<file path="src/rtl/mult_share_arbiter.sv">
// mult_share_arbiter: one combinational array multiplier shared by NREQ valid/ready requesters.
// Define MULT_SHARE_RR_EN for round-robin grants; otherwise the lowest requester index wins.

module n_bit_array_multiplier #(
  parameter int N = 8
) (
  input  logic [N-1:0]   a,
  input  logic [N-1:0]   b,
  output logic [2*N-1:0] p
);
  always_comb begin
    p = '0;
    for (int i = 0; i < N; i++) begin
      if (b[i]) p = p + ({{N{1'b0}}, a} << i);
    end
  end
endmodule

module mult_share_arbiter #(
  parameter  int N       = 8,
  parameter  int NREQ    = 4,
  parameter  int MUL_LAT = 1,
  localparam int IDW     = (NREQ > 1) ? $clog2(NREQ) : 1
) (
  input  logic              clk,
  input  logic              rst,
  input  logic [NREQ-1:0]   req_valid,
  output logic [NREQ-1:0]   req_ready,
  input  logic [NREQ*N-1:0] req_a,
  input  logic [NREQ*N-1:0] req_b,
  output logic              rsp_valid,
  input  logic              rsp_ready,
  output logic [2*N-1:0]    rsp_prod,
  output logic [IDW-1:0]    rsp_id,
  output logic              busy
);
  localparam int CW = (MUL_LAT > 1) ? $clog2(MUL_LAT) : 1;

  typedef enum logic [1:0] {IDLE, CALC, RESP} state_t;

  state_t          state, state_nx;
  logic [NREQ-1:0] grant;
  logic [IDW-1:0]  gid;
  logic            found;
  logic            accept;
  logic [CW-1:0]   cnt;
  logic [N-1:0]    opa_p0, opb_p0;
  logic [2*N-1:0]  prod;

`ifdef MULT_SHARE_RR_EN
  logic [IDW-1:0] ptr;

  // Search begins one past the last granted requester.
  always_comb begin
    logic [IDW-1:0] idx;
    idx   = '0;
    gid   = '0;
    found = 1'b0;
    grant = '0;
    for (int k = 1; k <= NREQ; k++) begin
      idx = IDW'((int'(ptr) + k) % NREQ);
      if (!found && req_valid[idx]) begin
        found = 1'b1;
        gid   = idx;
      end
    end
    grant[gid] = found;
  end

  always_ff @(posedge clk or posedge rst) begin
    if (rst)         ptr <= IDW'(NREQ - 1);
    else if (accept) ptr <= gid;
  end
`else
  always_comb begin
    gid   = '0;
    found = 1'b0;
    grant = '0;
    for (int i = NREQ - 1; i >= 0; i--) begin
      if (req_valid[i]) begin
        found = 1'b1;
        gid   = IDW'(i);
      end
    end
    grant[gid] = found;
  end
`endif

  assign accept    = (state == IDLE) && found;
  assign req_ready = ((state == IDLE) && !rst) ? grant : '0;
  assign busy      = (state != IDLE);

  always_comb begin
    state_nx = state;
    case (state)
      IDLE:    if (found) state_nx = CALC;
      CALC:    if (cnt == '0) state_nx = RESP;
      RESP:    if (rsp_ready) state_nx = IDLE;
      default: state_nx = IDLE;
    endcase
  end

  always_ff @(posedge clk or posedge rst) begin
    if (rst) state <= IDLE;
    else     state <= state_nx;
  end

  // Stage p0: capture granted operands; they stay put outside CALC to keep the array quiet.
  always_ff @(posedge clk or posedge rst) begin
    if (rst) begin
      opa_p0 <= '0;
      opb_p0 <= '0;
      rsp_id <= '0;
      cnt    <= '0;
    end else if (accept) begin
      opa_p0 <= req_a[int'(gid)*N +: N];
      opb_p0 <= req_b[int'(gid)*N +: N];
      rsp_id <= gid;
      cnt    <= CW'(MUL_LAT - 1);
    end else if ((state == CALC) && (cnt != '0)) begin
      cnt <= cnt - CW'(1);
    end
  end

  n_bit_array_multiplier #(.N(N)) u_mul (
    .a (opa_p0),
    .b (opb_p0),
    .p (prod)
  );

  // Stage p1: product sampled once the settle count expires, held until accepted.
  always_ff @(posedge clk or posedge rst) begin
    if (rst) begin
      rsp_valid <= 1'b0;
      rsp_prod  <= '0;
    end else if ((state == CALC) && (cnt == '0)) begin
      rsp_valid <= 1'b1;
      rsp_prod  <= prod;
    end else if ((state == RESP) && rsp_ready) begin
      rsp_valid <= 1'b0;
    end
  end
endmodule

</file>
<file path="config.mk">
export PLATFORM = sky130hd
export DESIGN_NAME = mult_share_arbiter
export DESIGN_NICKNAME = d
export VERILOG_FILES = /design/src/rtl/mult_share_arbiter.sv
export SDC_FILE = /design/constraint.sdc
export NUM_CORES = 1
export LEC_CHECK = 0
export CAP_MARGIN = 30
export CORE_ASPECT_RATIO = 1.25
export CORE_MARGIN = 2
export CORE_UTILIZATION = 51
export DETAILED_ROUTE_END_ITERATION = 10
export PLACE_DENSITY = 0.8
export SYNTH_ARGS = -nofsm -noshare
export SYNTH_HDL_FRONTEND = slang
export SYNTH_SLANG_ARGS = --single-unit
</file>
<file path="constraint.sdc">
create_clock -name clk -period 10.37 [get_ports clk]
set_input_delay 3.111 -clock clk [delete_from_list [all_inputs] [get_ports clk]]
set_output_delay 3.111 -clock clk [all_outputs]
set_load 0.03 [all_outputs]
</file>
======== Word-level counts from Yosys, hierarchy flattened ========
Cells that the tools add are included.
storage, ports and cells
  flip-flop bits (word level) ............. 38
  bits of input ports ..................... 71
  output and inout bits ................... 24
  word-level logic and storage cells ...... 65
operators by class
  add/sub/neg operators ................... 8
  magnitude comparators ................... 2
  equality and inequality tests ........... 5
  shift-type cells ........................ 2
  mux-type cells .......................... 27
  bitwise operators ....................... 2
  reduce and logical (&&, ||, !) cells .... 12
operator list
  cell                                                                                 count
  16-bit 2-to-1 mux                                                                    7
  32-bit by 6-bit indexed part select with 8-bit output                                2
  16-bit by 10-bit adder with 16-bit output                                            1
  16-bit by 11-bit adder with 16-bit output                                            1
  16-bit by 12-bit adder with 16-bit output                                            1
  16-bit by 13-bit adder with 16-bit output                                            1
  16-bit by 14-bit adder with 16-bit output                                            1
  16-bit by 15-bit adder with 16-bit output                                            1
  2-bit 2-to-1 mux                                                                     7
  8-bit by 9-bit adder with 10-bit output                                              1
  1-bit 2-to-1 mux                                                                     9
  8-bit 2-to-1 mux                                                                     1
  1-bit logical AND                                                                    6
  2-bit != test, second input constant                                                 3
  2-bit one-hot mux with 3 select lines                                                1
  2-bit nonzero test                                                                   3
  4-bit bitwise AND                                                                    1
  4-bit 2-to-1 mux                                                                     1
  2-bit by 3-bit < comparator with 1-bit output, second input constant                 1
  3-bit AND reduction                                                                  1
  1-bit demux with 2-bit select                                                        1
  2-bit by 1-bit equality test with 1-bit output, second input constant                1
  2-bit equality test, second input constant                                           1
  2-bit by 1-bit greater-or-equal comparator with 1-bit output, second input constant  1
  4 further kinds                                                                      4

======== Logic depth before layout (Yosys ltp) ========
  word-level depth ........................ 15
  depth in mapped cells ................... 46
  gate-level depth less buffers ........... 45

======== Hierarchy ========
Synthesis repeated with hierarchy kept, for this count alone.
second synthesis, totals
  cell total of the unflattened synthesis .. 679
  area total of the unflattened synthesis .. 5524.0 um^2
by module, submodules not included
  module                  times used  cells an instance  area each (um^2)  seq. area each (um^2)
  n_bit_array_multiplier  1           428                3224.3            0.0
  mult_share_arbiter      1           251                2299.7            950.9

======== Worst setup path after synthesis ========
OpenSTA, ideal clock, no wires.
  path kind ............................... reg2reg
  start ................................... register opa_p0[1]
  end ..................................... register rsp_prod[14]
  setup time .............................. 68 ps
  arrival ................................. 8255 ps
  slack ................................... 2047 ps
  cell stages (with the launch flop) ...... 40
  buffers on the path ..................... 0
  clock period less this slack ............ 8323 ps
  cells stage by stage .................... dfrtp_1 -> and2_1 -> ha_1 -> fa_1 -> o211ai_1 -> a211oi_1 -> or3_1 -> nand3_1 -> o21ai_0 -> ha_1 -> or4b_2 -> o211ai_1 -> or3_1 -> ha_1 -> nor2b_1 -> a221oi_1 -> a31oi_1 -> ha_1 -> (+4 left out) -> nor2_1 -> inv_1 -> ha_1 -> a21o_1 -> a31oi_1 -> xnor2_1 -> nand2_1 -> o21ai_0 -> ha_1 -> a21o_1 -> a31o_2 -> and4_1 -> a211o_1 -> ha_1 -> nand2_1 -> o21ai_0 -> mux2_2 -> nand3_1
between the ends
  longest elaborated chain between the ends .. 15
ends and longest elaborated chain
  element                                    RTL line  source
  from (decl)                                47        logic [N-1:0] opa_p0, opb_p0;
  from (signal assigned)                     116       opa_p0 <= req_a[int'(gid)*N +: N];
  8-bit 2-to-1 mux                           14        if (b[i]) p = p + ({{N{1'b0}}, a} << i);
  8-bit by 9-bit adder with 10-bit output    14
  16-bit 2-to-1 mux                          14
  16-bit by 10-bit adder with 16-bit output  14
  16-bit 2-to-1 mux                          14
  16-bit by 11-bit adder with 16-bit output  14
  16-bit 2-to-1 mux                          14
  16-bit by 12-bit adder with 16-bit output  14
  16-bit 2-to-1 mux                          14
  16-bit by 13-bit adder with 16-bit output  14
  16-bit 2-to-1 mux                          14
  16-bit by 14-bit adder with 16-bit output  14
  16-bit 2-to-1 mux                          14
  16-bit by 15-bit adder with 16-bit output  14
  16-bit 2-to-1 mux *                        14
  to (signal assigned)                       138       rsp_prod <= prod;
  to (decl)                                  33        output logic [2*N-1:0] rsp_prod,
Mark *: on every way between the ends. The rest lies on a longest branch, timed or not.
A chain may end at the register's enable or synchronous reset.

======== Worst setup path after layout ========
Ends and elaborated chain as after synthesis.

==> out/qor.txt <==
=====================================================================================
Syn Nets                                                                          781
Yosys top cell area share                                                      18.75%
Critical Path End Type                                                      flip-flop
Clock buffers created by TritonCTS                                                  5
Most area-consuming cells after synthesis                                dfrtp_1 19%, ha_1 14%, a21oi_1 5.8%
Post-cts gate resize count                                                          0
Highest net fanout along the worst path                                            12
Share of async-settable or async-resettable flops after synthesis              100.0%
Share of cells above drive strength 1                                          6.483%
R2r startpoint                                                           opa_p0[1]$_DFFE_PP0P_
Number of setup violations in the final report                                      0
Data arrival time of the critical path                                        9.80 ns
Post-synthesis sequential element count                                            38
Area of the multi-input gates                                              3849 sq um
Result of the run                                                        finished clean
Count of pins over their slew limit                                                 0
Class of the tightest hold or removal check                              flip-flop to flip-flop
Sequential fraction of the synthesis area                                      18.75%
Number of max-cap violations                                                        0
Clk pin slew, worst setup/hold paths                                          0.06 ns
Number of flops mapped to enable cells by yosys                                     0
Worst Setup Start Kind                                                      flip-flop
Number of distinct library cells after synthesis                                   68
Most frequent standard cell in the layout excluding fill and tap cells   clkdlybuf4s50_1
Post-route minimum period                                                    9.578 ns
Worst Path Class, Setup                                                  flip-flop to flip-flop
Pre-CTS setup slack                                                         0.9412 ns
Flip-flop and latch area                                                  950.9 sq um
Crit path largest cell delay                                                  0.60 ns
Post-CTS Setup Bufs                                                                 0
TritonCTS clock tree                                                              yes
H-tree levels                                                                       2
Congestion Overflow GR                                                              0
End of the critical path                                                 rsp_prod[14]$_DFFE_PP0P_
Endpoint of the worst register-to-register path                          rsp_prod[14]$_DFFE_PP0P_
Post-route fraction of the period consumed by the critical path                92.37%
Register-to-Register Path Depth                                                    42
RSZ-0062 raised after global routing                                               no
Detailed-routing iteration count for the pre-antenna-repair pass                    6
Number of top-level pins                                                           95
Largest net degree at the start of global routing                                  39
Port buffer count                                                                  94
Post-synth top flop                                                           dfrtp_1
Clock Sinks                                                                        38
Hold Path Depth                                                                     2
Count of routing violations after the opening detailed-route iteration            377
Vertical die dimension                                                   115.5 microns
Peak Freq                                                                   104.4 MHz
Transition time of the tightest slew-check pin                              0.7711 ns
PnR worst setup slack                                                       0.7917 ns
Synthesized area per cell                                                 7.864 sq um
Clk buf depth                                                                       2
Relative area change from synthesis to final layout                            24.40%
Total of hold buffers inserted after clock tree synthesis                           0
Aggregate negative setup slack                                                   0 ns
Via density per instance                                                        6.236
Biggest area consumer among synthesized cells                                 dfrtp_1
Via count of the first global-routing pass                                       5442
Standard cell core area                                                    9659 sq um
Insertion delay of the later-clocked pin in the worst-skew pair               0.29 ns
Number of antenna violations at the first check in global routing                   0
Total of warnings raised by yosys                                                   0
Number of cell rows                                                                40
Most used cells in the layout excluding fill and tap cells               94 x clkdlybuf4s50_1, 59 x a21oi_1, 58 x ha_1
Register-to-Register Setup Slack                                              0.79 ns
Antenna violation net count after detailed routing                                  0
Cell count after synthesis                                                        645
Number of vias after detailed routing                                            5307
Headroom to the max-slew limit                                                 47.26%
Initial cell density of the core                                               52.51%
Count of unresolved DRC violations after routing                                    0
Final weighted congestion in routability-driven placement                      0.8970
CP Data Required Time                                                        10.60 ns
HPWL after detailed placement                                            11380 microns
Global-route usage over all layers                                             28.86%
Synthesized area                                                           5072 sq um
Die outline area                                                          10760 sq um
Final net count                                                                   860
CP max stage cell                                                             dfrtp_1
Layout fillers                                                                    784
Critical path's most frequent cell                                               ha_1
Count of antenna diodes in the layout                                               0
Total Wirelength                                                         14900 microns
Die Width                                                                93.20 microns
Buffer cell driving the clock tree root                                     clkbuf_16
Launch point of the critical path                                        opa_p0[1]$_DFFE_PP0P_
Average detailed-routed wire length per instance                         17.51 microns
First-pass GRT wire length                                               24980 microns
Worst-case clock skew                                                     0.005040 ns
Count of final hold-check violations                                                0
=====================================================================================
[cells by family after synthesis]
kind of cell             Yosys count  share of synthesized area (%)
XOR/XNOR                          29                          5.007
AO/OA/AOI/OAI                    231                          30.64
AND/OR/NAND/NOR                  185                          17.44
multiplexers                      26                          5.673
flip-flops                        38                          18.75
buffers and inverters             71                          5.427
adder cells (fa/ha/maj)           65                          17.07
[per-layer routing]
| metal | vias to the layer above | track usage [%] | part of all wire (%) |
|---|---|---|---|
| met3 | 57 | 3.901 | 5.7 |
| met2 | 233 | 51.55 | 51 |
| met5 | - | 0 | 0 |
| li1 | 2560 | - | - |
| met4 | 0 | 15.20 | 4.3 |
| met1 | 2457 | 33.61 | 39 |
[critical path, delay by kind of cell (launching register included)]
kind | cells | cell delay [ns]
AOI/OAI and AO/OA | 18 | 3.35
xor gates and xnor gates | 2 | 0.26
adders and majority gates | 8 | 2.75
buffers and inverters | 3 | 0.26
DFF | 1 | 0.60
muxes | 2 | 0.62
and+or+nand+nor | 9 | 1.65
[flip-flops by register name, indices dropped and copies added, names as in the netlist]
register,flops
rsp_valid,1
opa_p0,8
opb_p0,8
rsp_prod,16
rsp_id,2
cnt,1
state,2
[worst min-delay path by stage]
stage,to,startpoint,slack (ns)
floorplan,rsp_valid$_DFFE_PP0P_,state[1]$_DFFE_PP0P_,0.48
global route,rsp_prod[2]$_DFFE_PP0P_,rsp_prod[2]$_DFFE_PP0P_,0.51
global placement,rsp_prod[2]$_DFFE_PP0P_,rsp_prod[2]$_DFFE_PP0P_,0.46
CTS,rsp_prod[2]$_DFFE_PP0P_,rsp_prod[2]$_DFFE_PP0P_,0.48
detailed placement,rsp_prod[2]$_DFFE_PP0P_,rsp_prod[2]$_DFFE_PP0P_,0.46
finish,rsp_prod[2]$_DFFE_PP0P_,rsp_prod[2]$_DFFE_PP0P_,0.47
[through the flow]
| stage | utilization (%) | hold WS, ns | cells | instance area (sq um) |
|---|---|---|---|---|
| CTS | 65.32 | 0.4779 | 851 | 6310 |
| detailed placement | 63.32 | 0.4634 | 843 | 6116 |
| global placement | 63.04 | 0.4625 | 841 | 6090 |
| floorplan | - | 0.4783 | 645 | 5072 |
| global route | 65.32 | 0.5060 | 851 | 6310 |
| finish | 65.32 | 0.4737 | 851 | 6310 |
[area by class of cell]
| class | count | share of cell area (%) |
|---|---|---|
| repair buffers | 100 | 15.80 |
| flip-flops and latches | 38 | 15.07 |
| multi-input cells | 536 | 61.00 |
| clock buffers | 5 | 1.983 |
| clock inverters | 3 | 1.091 |
| well taps | 126 | 2.499 |
| inverters | 43 | 2.558 |
[synthesized netlist by cell type (3+ instances only)]
cell type	instances
a211oi_1	9
nand2_1	55
o21ai_1	4
nor2_1	51
o22ai_1	4
a221oi_1	3
clkbuf_1	24
nor4_1	3
ha_1	58
fa_1	7
inv_1	42
dfrtp_1	38
nor3_1	14
o21bai_1	4
xor2_1	6
a31o_2	3
a21oi_1	59
a22o_1	3
xnor2_1	23
nor2b_1	11
nand3_1	10
a21o_1	17
mux2_2	22
o31ai_1	4
or3_1	7
o21ai_0	49
o21a_1	11
o211ai_1	6
and2_1	11
a211o_1	4
nand2b_1	6
mux2i_1	4
a222oi_1	18
a31oi_1	9
nand3b_1	3
Power is not shown: default switching activity piles up to over one toggle a cycle in this logic, so the estimate is an artifact.
